### config.mk
export PLATFORM = sky130hd
export DESIGN_NAME = i2c_addr_xlate_table
export DESIGN_NICKNAME = d
export VERILOG_FILES = /design/src/rtl/i2c_addr_xlate_table.sv
export SDC_FILE = /design/constraint.sdc
export NUM_CORES = 1
export LEC_CHECK = 0
export BUFFER_PORTS_ARGS = -buffer_cell sky130_fd_sc_hd__buf_2
export CAP_MARGIN = 20
export CORE_MARGIN = 10
export CORE_UTILIZATION = 37
export CTS_CLUSTER_DIAMETER = 40
export DETAILED_ROUTE_END_ITERATION = 8
export PLACE_DENSITY_LB_ADDON = 0.3
export SLEW_MARGIN = 0
export SYNTH_ARGS = -nofsm -noshare
export SYNTH_HDL_FRONTEND = slang
export SYNTH_SLANG_ARGS = --single-unit
### constraint.sdc
create_clock -name clk -period 1.83 [get_ports clk]
set_clock_uncertainty 0.2 [all_clocks]
set_input_delay 0.2745 -clock clk [delete_from_list [all_inputs] [get_ports clk]]
set_output_delay 0.2745 -clock clk [all_outputs]
set_load 0.05 [all_outputs]
### src/rtl/i2c_addr_xlate_table.sv
// I2C address translator with a runtime-programmable mapping table.
// Sits between an upstream transaction requester and the downstream I2C
// master. It maps logical 7-bit addresses to physical ones, optionally
// rejects unmapped addresses, holds off launch while the master is busy,
// and aborts a transaction that exceeds a cycle budget.
module i2c_addr_xlate_table #(
  parameter int NUM_ENTRIES    = 4,
  parameter int DATA_W         = 8,
  parameter bit PASS_UNMAPPED  = 1'b0,
  parameter int TIMEOUT_CYCLES = 1024,
  localparam int IDX_W = (NUM_ENTRIES > 1) ? $clog2(NUM_ENTRIES) : 1
) (
  input  logic              clk,
  input  logic              rst,
  input  logic              cfg_we,
  input  logic [IDX_W-1:0]  cfg_idx,
  input  logic              cfg_valid,
  input  logic [6:0]        cfg_logical,
  input  logic [6:0]        cfg_physical,
  input  logic              up_start,
  input  logic [6:0]        up_addr,
  input  logic              up_rw,
  input  logic [DATA_W-1:0] up_wr_data,
  output logic [DATA_W-1:0] up_rd_data,
  output logic              up_busy,
  output logic              up_done,
  output logic              up_ack_error,
  output logic              up_map_error,
  output logic              up_timeout,
  output logic              dn_start,
  output logic [6:0]        dn_addr,
  output logic              dn_rw,
  output logic [DATA_W-1:0] dn_wr_data,
  input  logic [DATA_W-1:0] dn_rd_data,
  input  logic              dn_busy,
  input  logic              dn_done,
  input  logic              dn_ack_error
);

  // The counter only needs to reach TIMEOUT_CYCLES-1: expiry is detected on
  // the last permitted cycle rather than one cycle late.
  localparam int CNT_W = (TIMEOUT_CYCLES > 1) ? $clog2(TIMEOUT_CYCLES) : 1;
  localparam logic [CNT_W-1:0] CNT_LAST =
    CNT_W'((TIMEOUT_CYCLES > 0) ? TIMEOUT_CYCLES - 1 : 0);

  typedef enum logic [1:0] {
    ST_IDLE,
    ST_LAUNCH,
    ST_WAIT,
    ST_DONE
  } state_t;

  state_t            state_reg;
  logic [CNT_W-1:0]  tmo_cnt_reg;
  logic              tmo_expire;

  logic              ent_valid_reg    [NUM_ENTRIES];
  logic [6:0]        ent_logical_reg  [NUM_ENTRIES];
  logic [6:0]        ent_physical_reg [NUM_ENTRIES];
  logic [NUM_ENTRIES-1:0] ent_match;

  logic              lookup_hit;
  logic [6:0]        lookup_phys;

  logic [DATA_W-1:0] up_rd_data_reg;
  logic              up_ack_error_reg;
  logic              up_map_error_reg;
  logic              up_timeout_reg;
  logic [6:0]        dn_addr_reg;
  logic              dn_rw_reg;
  logic [DATA_W-1:0] dn_wr_data_reg;

  // One storage slot per entry; out-of-range indices match no slot and are dropped.
  generate
    for (genvar gi = 0; gi < NUM_ENTRIES; gi++) begin : g_entry
      // Entry write port, usable in every FSM state
      always_ff @(posedge clk) begin
        if (rst) begin
          ent_valid_reg[gi]    <= 1'b0;
          ent_logical_reg[gi]  <= 7'd0;
          ent_physical_reg[gi] <= 7'd0;
        end else if (cfg_we && (cfg_idx == IDX_W'(gi))) begin
          ent_valid_reg[gi]    <= cfg_valid;
          ent_logical_reg[gi]  <= cfg_logical;
          ent_physical_reg[gi] <= cfg_physical;
        end
      end

      assign ent_match[gi] = ent_valid_reg[gi] && (ent_logical_reg[gi] == up_addr);
    end
  endgenerate

  // Priority select: scanning from the top lets the lowest matching index win
  always_comb begin
    lookup_hit  = |ent_match;
    lookup_phys = 7'd0;
    for (int i = NUM_ENTRIES - 1; i >= 0; i--) begin
      if (ent_match[i]) begin
        lookup_phys = ent_physical_reg[i];
      end
    end
  end

  assign tmo_expire = (TIMEOUT_CYCLES > 0) && (tmo_cnt_reg == CNT_LAST);

  // Transaction sequencer: accept, launch, wait for completion, report
  always_ff @(posedge clk) begin
    if (rst) begin
      state_reg        <= ST_IDLE;
      tmo_cnt_reg      <= '0;
      up_rd_data_reg   <= '0;
      up_ack_error_reg <= 1'b0;
      up_map_error_reg <= 1'b0;
      up_timeout_reg   <= 1'b0;
      dn_addr_reg      <= 7'd0;
      dn_rw_reg        <= 1'b0;
      dn_wr_data_reg   <= '0;
    end else begin
      case (state_reg)
        ST_IDLE: begin
          if (up_start) begin
            dn_rw_reg        <= up_rw;
            dn_wr_data_reg   <= up_wr_data;
            up_map_error_reg <= 1'b0;
            up_timeout_reg   <= 1'b0;
            up_ack_error_reg <= 1'b0;
            up_rd_data_reg   <= '0;
            tmo_cnt_reg      <= '0;
            if (lookup_hit) begin
              dn_addr_reg <= lookup_phys;
              state_reg   <= ST_LAUNCH;
            end else if (PASS_UNMAPPED) begin
              dn_addr_reg <= up_addr;
              state_reg   <= ST_LAUNCH;
            end else begin
              dn_addr_reg      <= 7'd0;
              up_map_error_reg <= 1'b1;
              state_reg        <= ST_DONE;
            end
          end
        end
        ST_LAUNCH: begin
          tmo_cnt_reg <= tmo_cnt_reg + 1'b1;
          if (tmo_expire) begin
            up_timeout_reg   <= 1'b1;
            up_ack_error_reg <= 1'b1;
            up_rd_data_reg   <= '0;
            state_reg        <= ST_DONE;
          end else if (!dn_busy) begin
            state_reg <= ST_WAIT;
          end
        end
        ST_WAIT: begin
          tmo_cnt_reg <= tmo_cnt_reg + 1'b1;
          // A completion on the expiry cycle takes precedence over the abort
          if (dn_done) begin
            up_rd_data_reg   <= dn_rw_reg ? dn_rd_data : '0;
            up_ack_error_reg <= dn_ack_error;
            state_reg        <= ST_DONE;
          end else if (tmo_expire) begin
            up_timeout_reg   <= 1'b1;
            up_ack_error_reg <= 1'b1;
            up_rd_data_reg   <= '0;
            state_reg        <= ST_DONE;
          end
        end
        default: begin
          state_reg <= ST_IDLE;
        end
      endcase
    end
  end

  // Launch pulse is decoded from state; suppressed on the expiry cycle so an
  // aborted transaction never leaves an orphaned launch behind.
  assign dn_start     = (state_reg == ST_LAUNCH) && !dn_busy && !tmo_expire;
  assign up_busy      = (state_reg != ST_IDLE);
  assign up_done      = (state_reg == ST_DONE);
  assign up_rd_data   = up_rd_data_reg;
  assign up_ack_error = up_ack_error_reg;
  assign up_map_error = up_map_error_reg;
  assign up_timeout   = up_timeout_reg;
  assign dn_addr      = dn_addr_reg;
  assign dn_rw        = dn_rw_reg;
  assign dn_wr_data   = dn_wr_data_reg;

endmodule

After elaboration in Yosys (flattened, before gate mapping). Memory sizes are Yosys's and may differ from the RTL's. Cells that the tools add are included.

Flip-flop bits (word level): 39. Memory bits (writable): 60. Output and inout bits: 30. Memories kept: 3.

Equality and inequality tests: 15. Bitwise operators: 12. Reductions and logical operators: 24. Add/subtract/negate cells: 1. Muxes and demuxes: 53.

Memory list: ent_logical_reg (depth 4, width 7, read ports 4, clocked after memory_dff 0, write ports 4, RTL line 58) `logic [6:0] ent_logical_reg [NUM_ENTRIES];`; ent_physical_reg (depth 4, width 7, read ports 4, clocked after memory_dff 0, write ports 4, RTL line 59) `logic [6:0] ent_physical_reg [NUM_ENTRIES];`; ent_valid_reg (depth 4, width 1, read ports 4, clocked after memory_dff 0, write ports 4, RTL line 57) `logic ent_valid_reg [NUM_ENTRIES];`.

Operators by type and width (number): $mux W7 (13); $mux W8 (4); $eq A7 B7 Y1 (4); $mux W1 (24); $pmux W8 S3 (1); $pmux W10 S2 (1); $mux W2 (6); $or A1 B1 Y1 (12); $add A10 B1 Y10 const B (1); $eq A10 B10 Y1 const B (1); $logic_and A1 B1 Y1 (10); $mux W10 (1); $eq A2 B2 Y1 const B (4); $ne A3 B3 Y1 const B (2); $pmux W1 S3 (2); $pmux W2 S3 (1); $reduce_and A2 Y1 (3); $reduce_and A3 Y1 (2); $eq A2 B1 Y1 const B (2); $logic_not A2 Y1 (2); $ne A2 B2 Y1 const B (2); $reduce_bool A2 Y1 (2); $reduce_or A4 Y1 (1); $reduce_bool A3 Y1 (1); other kinds (2) (3).

Logic depth before layout (Yosys ltp). Gate-level depths: netlist of the first run.

Word-level depth: 7. Mapped depth: 9.

Least setup slack after synthesis of the first run. No wires, ideal clock.

Path type: reg-to-output. Start: register tmo_cnt_reg[0]. End: output port dn_start. Buffers on the path: 0. Stages on the path, launching flop included: 5. Arrival time: 1871 ps. Path slack: -515 ps. Cells stage by stage: dfxtp_1 -> ha_1 -> nand2_1 -> nor3_1 -> nor3b_1.

Cells in the longest elaborated chain, start to end: 3.

Ends and longest elaborated chain: from (decl) (RTL line 54) `logic [CNT_W-1:0] tmo_cnt_reg;`; from (signal assigned) (RTL line 143) `tmo_cnt_reg <= tmo_cnt_reg + 1'b1;`; from (signal assigned) (RTL line 154) `tmo_cnt_reg <= tmo_cnt_reg + 1'b1;`; $eq A10 B10 Y1 (RTL line 104) `assign tmo_expire = (TIMEOUT_CYCLES > 0) && (tmo_cnt_reg == CNT_LAST);`; $logic_not A1 Y1 (RTL line 176) `assign dn_start = (state_reg == ST_LAUNCH) && !dn_busy && !tmo_expire;`; $logic_and A1 B1 Y1 (RTL line 176); to (decl) (RTL line 30) `output logic dn_start,`.

Every way passes these cells.

==> results of run 1 <==
what timing repair did:
action | in CTS | in global routing
gates cloned | 0 | 1
gates resized for setup | 25 | 41
endpoints found under the setup margin | 26 | 23
setup buffers | 4 | 4
hold buffers | 17 | 0
pin swaps | 4 | 20
endpoints found under the hold margin | 17 | 0
Yosys cell counts (3+ instances only):
| cell type | count | share of area (%) |
|---|---|---|
| sky130_fd_sc_hd__inv_1 | 6 | 0.50 |
| sky130_fd_sc_hd__nand2_1 | 29 | 2.4 |
| sky130_fd_sc_hd__xnor2_2 | 4 | 1.4 |
| sky130_fd_sc_hd__a21oi_1 | 26 | 2.9 |
| sky130_fd_sc_hd__clkbuf_1 | 8 | 0.67 |
| sky130_fd_sc_hd__a31o_2 | 5 | 0.97 |
| sky130_fd_sc_hd__nand2b_1 | 3 | 0.42 |
| sky130_fd_sc_hd__nor2_2 | 3 | 0.42 |
| sky130_fd_sc_hd__edfxtp_1 | 60 | 40 |
| sky130_fd_sc_hd__nor3_1 | 9 | 1.0 |
| sky130_fd_sc_hd__a22oi_1 | 8 | 1.3 |
| sky130_fd_sc_hd__nand3_1 | 7 | 0.78 |
| sky130_fd_sc_hd__a32o_2 | 3 | 0.75 |
| sky130_fd_sc_hd__a32o_1 | 3 | 0.67 |
| sky130_fd_sc_hd__ha_1 | 5 | 1.4 |
| sky130_fd_sc_hd__dfxtp_1 | 39 | 17 |
| sky130_fd_sc_hd__nor2_1 | 32 | 2.7 |
| sky130_fd_sc_hd__buf_6 | 4 | 1.0 |
| sky130_fd_sc_hd__xor2_1 | 5 | 0.97 |
| sky130_fd_sc_hd__o21ai_0 | 5 | 0.56 |
| sky130_fd_sc_hd__xnor2_1 | 26 | 5.1 |
| sky130_fd_sc_hd__and2_1 | 62 | 8.6 |
| sky130_fd_sc_hd__buf_2 | 5 | 0.56 |
| sky130_fd_sc_hd__a221o_2 | 6 | 1.5 |
| sky130_fd_sc_hd__nand4_1 | 8 | 1.1 |
worst max-delay path, cell delays in order, from the launching register on:
cell and delay [ns]:
sky130_fd_sc_hd__edfxtp_1 0.38, sky130_fd_sc_hd__xnor2_1 0.20, sky130_fd_sc_hd__nand4_1 0.16, sky130_fd_sc_hd__nor2_4 0.19, sky130_fd_sc_hd__nor3_4 0.08, sky130_fd_sc_hd__a221o_2 0.37
sky130_fd_sc_hd__a32o_2 0.26
power groups by stage:
stage / Sequential [uW] / Clock [uW] / Combinational [uW]
4_1_cts: 2620 / 1930 / 1780
6_report: 2630 / 1880 / 2000
5_1_grt: 2650 / 2020 / 2160
3_5_place_dp: 2670 / 0 / 1610
3_3_place_gp: 2660 / 0 / 1590
2_1_floorplan: 2800 / 0 / 769
cells by family after synthesis:
group                    Yosys count  share of synthesized area [%]
XOR/XNOR                          35                           7.48
adder cells (fa/ha/maj)            5                           1.39
buffers and inverters             25                           2.89
AO/OA/AOI/OAI                     65                           10.7
AND/OR/NAND/NOR                  166                           19.9
multiplexers                       1                          0.223
flip-flops                        99                           57.4
layout make-up:
type / count / area share (%)
tap: 147 / 2.97
clock inverter: 4 / 0.869
timing repair buffer: 148 / 16.9
inverter: 6 / 0.404
sequential: 99 / 41.8
multi-input combinational: 273 / 33.2
clock buffer: 12 / 3.82
per-stage QoR:
step / worst slack [ns] / hold WS, ns / total power, uW / util (%) / cells
6_report: -0.114 / 0.0328 / 6520 / 51.8 / 689
5_1_grt: -0.220 / 0.0326 / 6820 / 51.8 / 689
4_1_cts: -0.155 / 0.0207 / 6330 / 50.1 / 686
3_5_place_dp: -0.288 / 0.248 / 4290 / 45.3 / 650
3_3_place_gp: -0.264 / 0.239 / 4260 / 45.3 / 650
2_1_floorplan: -0.0979 / 0.211 / 3570 / - / 396
how the worst max path moves through the flow:
stage	to	depth (start not counted)	startpoint
final	dn_addr[2]	6	ent_logical_reg[2][4]
after global routing	dn_addr[5]	7	ent_logical_reg[3][5]
after CTS	dn_addr[1]	7	ent_logical_reg[0][3]
after detailed placement	dn_addr[0]	8	up_addr[5]
after global placement	dn_addr[0]	8	up_addr[5]
after floorplan	dn_addr[3]	8	ent_logical_reg[0][3]
per-layer routing:
| layer | GRT usage (%) | wire, um |
|---|---|---|
| met5 | 0 | 0 |
| met4 | 7.47 | 253 |
| met3 | 3.69 | 716 |
| met2 | 22.7 | 5680 |
| met1 | 17.0 | 5080 |
==> flow_metrics.env, run 1 <==
export IMPL_outcome="finished, violations left"
export IMPL_failing_checks="negative setup slack"
export IMPL_timing_max_slew_rel_slack_pct=68.4
export IMPL_timing_hold_worst_path_depth=2
export IMPL_netSwitchingFraction_pct=30.7
export IMPL_setup_violations=8
export IMPL_grt_antenna_before_repair=0
export IMPL_final_fill_count=1048
export IMPL_cp_max_fo=6
export IMPL_final_net_count=590
export IMPL_rr_startpoint="ent_logical_reg[2][4]"
export IMPL_fraction_of_layout_instances_using_a_drive_strength_above_1_pct=40.0
export IMPL_place_gp_congestion=0.800
export IMPL_asyncSetResetFlopFracSynth_pct=0
export IMPL_cts_made_buffers=9
export IMPL_rr_worst_depth=6
export IMPL_seq_power_share_pct=40.4
export IMPL_syn_nets=449
export IMPL_share_of_the_yosys_chip_area_belonging_to_registers_pct=57.4
export IMPL_timing_worst_slew_pin_value_ns=0.473
export IMPL_yosysUniqueCellTypes=45
export IMPL_vias=3464
export IMPL_power_frac_clock_pct=28.9
export IMPL_first_pass_grt_wire_length_um=18200
export IMPL_clock_root_buffer="sky130_fd_sc_hd__clkbuf_16"
export IMPL_postSynth_topFlopCell="sky130_fd_sc_hd__edfxtp_1"
export IMPL_crit_arrival_ns=1.99
export IMPL_timing_critical_path_from_type="flop"
export IMPL_finalWorstPathRequiredPeriod_ns=1.94
export IMPL_synth_ff_latch_count=99
export IMPL_cts_tree="yes"
export IMPL_tritoncts_num_sinks=99
export IMPL_timing_max_cap_violations=0
export IMPL_timing_critical_path_to_type="flop"
export IMPL_netlist_instances=396
export IMPL_multi_input_area_um2=2060
export IMPL_hold_path_endpoint="ent_logical_reg[2][0]"
export IMPL_post_route_drc_count=0
export IMPL_floorplan_die_width_um=130
export IMPL_final_setup_worst_slack_ns=-0.114
export IMPL_drt_iter0_markers=164
export IMPL_worst_r2r_endpoint="dn_addr[2]"
export IMPL_placedInstanceArea_um2=5420
export IMPL_post_synth_instance_area_um2=4500
export IMPL_hold_start="cfg_logical[0]"
export IMPL_post_route_setup_tns_ns=-0.766
export IMPL_worstSetupPathType="reg -> reg"
export IMPL_vdd_drop_max_v=0.000507
export IMPL_regToRegSetupSlack_ns=-0.11
export IMPL_powerDensity_nw_per_um2=1050
export IMPL_ys_warn_count=0
export IMPL_row_count=40
export IMPL_share_comb_of_total_power_pct=30.7
export IMPL_global_route_overflow_total=0
export IMPL_seq_area_um2=2590
export IMPL_diodes=0
export IMPL_edff_count_synth=60
export IMPL_ioPinCount=78
export IMPL_die_h_um=130
export IMPL_port_buffers=77
export IMPL_net_switching_power_uw=2000
export IMPL_holdCritPathClass="in -> reg"
export IMPL_internal_power_uw=4520
export IMPL_route_antenna_remaining_nets=0
export IMPL_area_growth_pct=37.8
export IMPL_synth_avg_cell_area_um2=11.4
export IMPL_grt_util_all_layers_pct=14.1
export IMPL_dpl_hpwl_um=8080
export IMPL_worst_setup_hold_path_clk_slew_ns=0.07
export IMPL_die_area_um2=17000
export IMPL_required_ns=1.88
export IMPL_hold_violations=0
export IMPL_stdcell_area_um2=6190
export IMPL_grt_pass1_vias=3590
export IMPL_cellLeakagePower_uw=0.00248
export IMPL_viasPerCell=5.03
export IMPL_grt_max_degree=26
export IMPL_wirelength_um=11700
export IMPL_mostFrequentLayoutCell="sky130_fd_sc_hd__buf_2"
export IMPL_worst_skew_pair_late_latency_ns=0.36
export IMPL_setup_repair_after_global_routing_missed_its_margin="yes"
export IMPL_h_tree_depth=3
export IMPL_drt_wirelength_per_cell_um=17.0
export IMPL_final_min_period_over_clock_period_pct=106
export IMPL_floorplan_initialDensity_pct=37.6
export IMPL_core_area_um2=12000
export IMPL_cts_root_to_sink_buffers=2
export IMPL_most_frequent_cells_in_the_layout="74 x sky130_fd_sc_hd__buf_2, 62 x sky130_fd_sc_hd__and2_1, 60 x sky130_fd_sc_hd__edfxtp_1"
export IMPL_fmax_ghz=0.514
export IMPL_drt_first_pass_iters=4
export IMPL_report_final_slew_viol_count=0
(Power assumes the default switching activity.)
==> run 2, diff against run 1 <==
CORE_ASPECT_RATIO = 0.5   (was unset)
==> run 2 against run 1 <==
Compared with the run above: the run still ends with negative setup slack left; routed wire length down 4.8%; setup slack worse by 0.085 ns; sequential share of layout area up 1.4 points; cell area down 3.2%; worst hold slack worse by 0.026 ns; sequential power about the same; sequential cell count unchanged; clock-buffer cell count down 3; final cell count up 1.9%; via count down 3.6%; power down 5.5%; non-clock buffer count down 5; largest cell class unchanged; largest power group unchanged.
==> flow_metrics.env, run 2 (same netlist as run 1, synthesis figures left out) <==
export IMPL_outcome="finished, violations left"
export IMPL_failing_checks="negative setup slack"
export IMPL_viasPerCell=4.76
export IMPL_tritoncts_num_sinks=99
export IMPL_area_growth_pct=33.3
export IMPL_drt_wirelength_per_cell_um=15.9
export IMPL_route_antenna_remaining_nets=0
export IMPL_grt_max_degree=26
export IMPL_most_frequent_cells_in_the_layout="75 x sky130_fd_sc_hd__buf_2, 62 x sky130_fd_sc_hd__and2_1, 60 x sky130_fd_sc_hd__edfxtp_1"
export IMPL_global_route_overflow_total=0
export IMPL_worst_setup_hold_path_clk_slew_ns=0.08
export IMPL_wirelength_um=11200
export IMPL_row_count=28
export IMPL_fraction_of_layout_instances_using_a_drive_strength_above_1_pct=36.6
export IMPL_timing_max_cap_violations=0
export IMPL_final_setup_worst_slack_ns=-0.200
export IMPL_mostFrequentLayoutCell="sky130_fd_sc_hd__buf_2"
export IMPL_cts_tree="yes"
export IMPL_final_core_util_pct=50.6
export IMPL_floorplan_initialDensity_pct=38.0
export IMPL_grt_antenna_before_repair=1
export IMPL_ioPinCount=78
export IMPL_worst_skew_pair_late_latency_ns=0.35
export IMPL_timing_critical_path_from_type="flop"
export IMPL_holdCritPathClass="in -> reg"
export IMPL_fmax_ghz=0.493
export IMPL_place_gp_congestion=0.798
export IMPL_final_min_period_over_clock_period_pct=111
export IMPL_timing_max_slew_rel_slack_pct=68.4
export IMPL_cellLeakagePower_uw=0.00243
export IMPL_die_area_um2=17200
export IMPL_first_pass_grt_wire_length_um=17500
export IMPL_drt_iter0_markers=142
export IMPL_cp_max_fo=4
export IMPL_clock_root_buffer="sky130_fd_sc_hd__clkbuf_16"
export IMPL_worstSetupPathType="reg -> reg"
export IMPL_setup_repair_after_global_routing_missed_its_margin="yes"
export IMPL_vias=3340
export IMPL_floorplan_die_width_um=176
export IMPL_post_route_drc_count=0
export IMPL_h_tree_depth=3
export IMPL_cts_root_to_sink_buffers=2
export IMPL_p_total_uw=6160
export IMPL_finalWorstPathRequiredPeriod_ns=2.03
export IMPL_cts_made_buffers=9
export IMPL_core_area_um2=11800
export IMPL_vdd_drop_max_v=0.000601
export IMPL_crit_arrival_ns=2.07
export IMPL_port_buffers=77
export IMPL_timing_worst_slew_pin_value_ns=0.473
export IMPL_grt_pass1_vias=3337
export IMPL_required_ns=1.87
export IMPL_setup_violations=21
export IMPL_die_h_um=98.0
export IMPL_drt_first_pass_iters=4
export IMPL_report_final_slew_viol_count=0
export IMPL_timing_critical_path_to_type="flop"
export IMPL_powerDensity_nw_per_um2=1030
export IMPL_dpl_hpwl_um=7800
export IMPL_final_net_count=584
export IMPL_hold_violations=0
export IMPL_grt_util_all_layers_pct=12.8
run 2: area by class of cell:
| class | instances | area (um^2) |
|---|---|---|
| sequential | 99 | 2590 |
| fill | 1086 | 5850 |
| clock buffer | 9 | 225 |
| inverter | 6 | 22.5 |
| multi-input combinational | 272 | 1930 |
| tap | 165 | 206 |
| timing repair buffer | 143 | 953 |
| antenna | 1 | 2.50 |
| clock inverter | 7 | 65.1 |
run 2: path summary, 6_finish.rpt:
| kind | startpoint | endpoint | slack (ns) | cells past startpoint |
|---|---|---|---|---|
| max reg2reg | ent_logical_reg[2][2] | dn_addr[0] | -0.20 | 7 |
| max | ent_logical_reg[2][2] | dn_addr[0] | -0.20 | 7 |
| min | dn_rd_data[2] | up_rd_data[2] | 0.006 | 3 |
| min reg2reg | dn_wr_data[2] | dn_wr_data[2] | 0.25 | 2 |
run 2: metrics by stage:
stage	hold slack, ns	TNS (ns)	std cells	cell area (um^2)	setup slack, ns
finish	0.00635	-2.48	702	5990	-0.200
global route	0.0265	-5.36	701	5990	-0.271
CTS	0.000354	-2.00	695	5890	-0.235
detailed placement	0.244	-3.54	660	5350	-0.293
global placement	0.238	-3.34	660	5350	-0.273
floorplan	0.211	-0.472	396	4560	-0.0979
run 2: metal layers:
metal | up-vias | share of wire, % | GRT usage (%) | wire length, um
met5 | - | 0 | 0 | 0
met4 | 0 | 1.1 | 3.43 | 119
met3 | 11 | 5.6 | 4.80 | 622
met2 | 66 | 48 | 20.8 | 5370
met1 | 1593 | 45 | 15.6 | 5050
li1 | 1670 | - | - | -
run 2: worst max-delay path: stages (launching register included):
cell                       delay (ns)
sky130_fd_sc_hd__edfxtp_1        0.42
sky130_fd_sc_hd__xnor2_2         0.15
sky130_fd_sc_hd__nand4_1         0.16
sky130_fd_sc_hd__nor2_4          0.08
sky130_fd_sc_hd__buf_4           0.15
sky130_fd_sc_hd__buf_4           0.13
sky130_fd_sc_hd__a221o_2         0.37
sky130_fd_sc_hd__a32o_2          0.26
run 2: where the power goes:
group | switching (uW) | total (uW) | leakage (uW) | internal [uW]
combinational | 969 | 1660 | 0.00138 | 690
clock | 905 | 1860 | 0.000141 | 959
sequential | 91.3 | 2640 | 0.000908 | 2540
run 2: what timing repair did:
item | 4_1_cts | 5_1_grt
endpoints found under the hold margin | 16 | 0
pin swaps | 11 | 16
buffers inserted | 3 | 8
resized for setup | 15 | 14
endpoints found under the setup margin | 23 | 30
hold buffers | 16 | 0
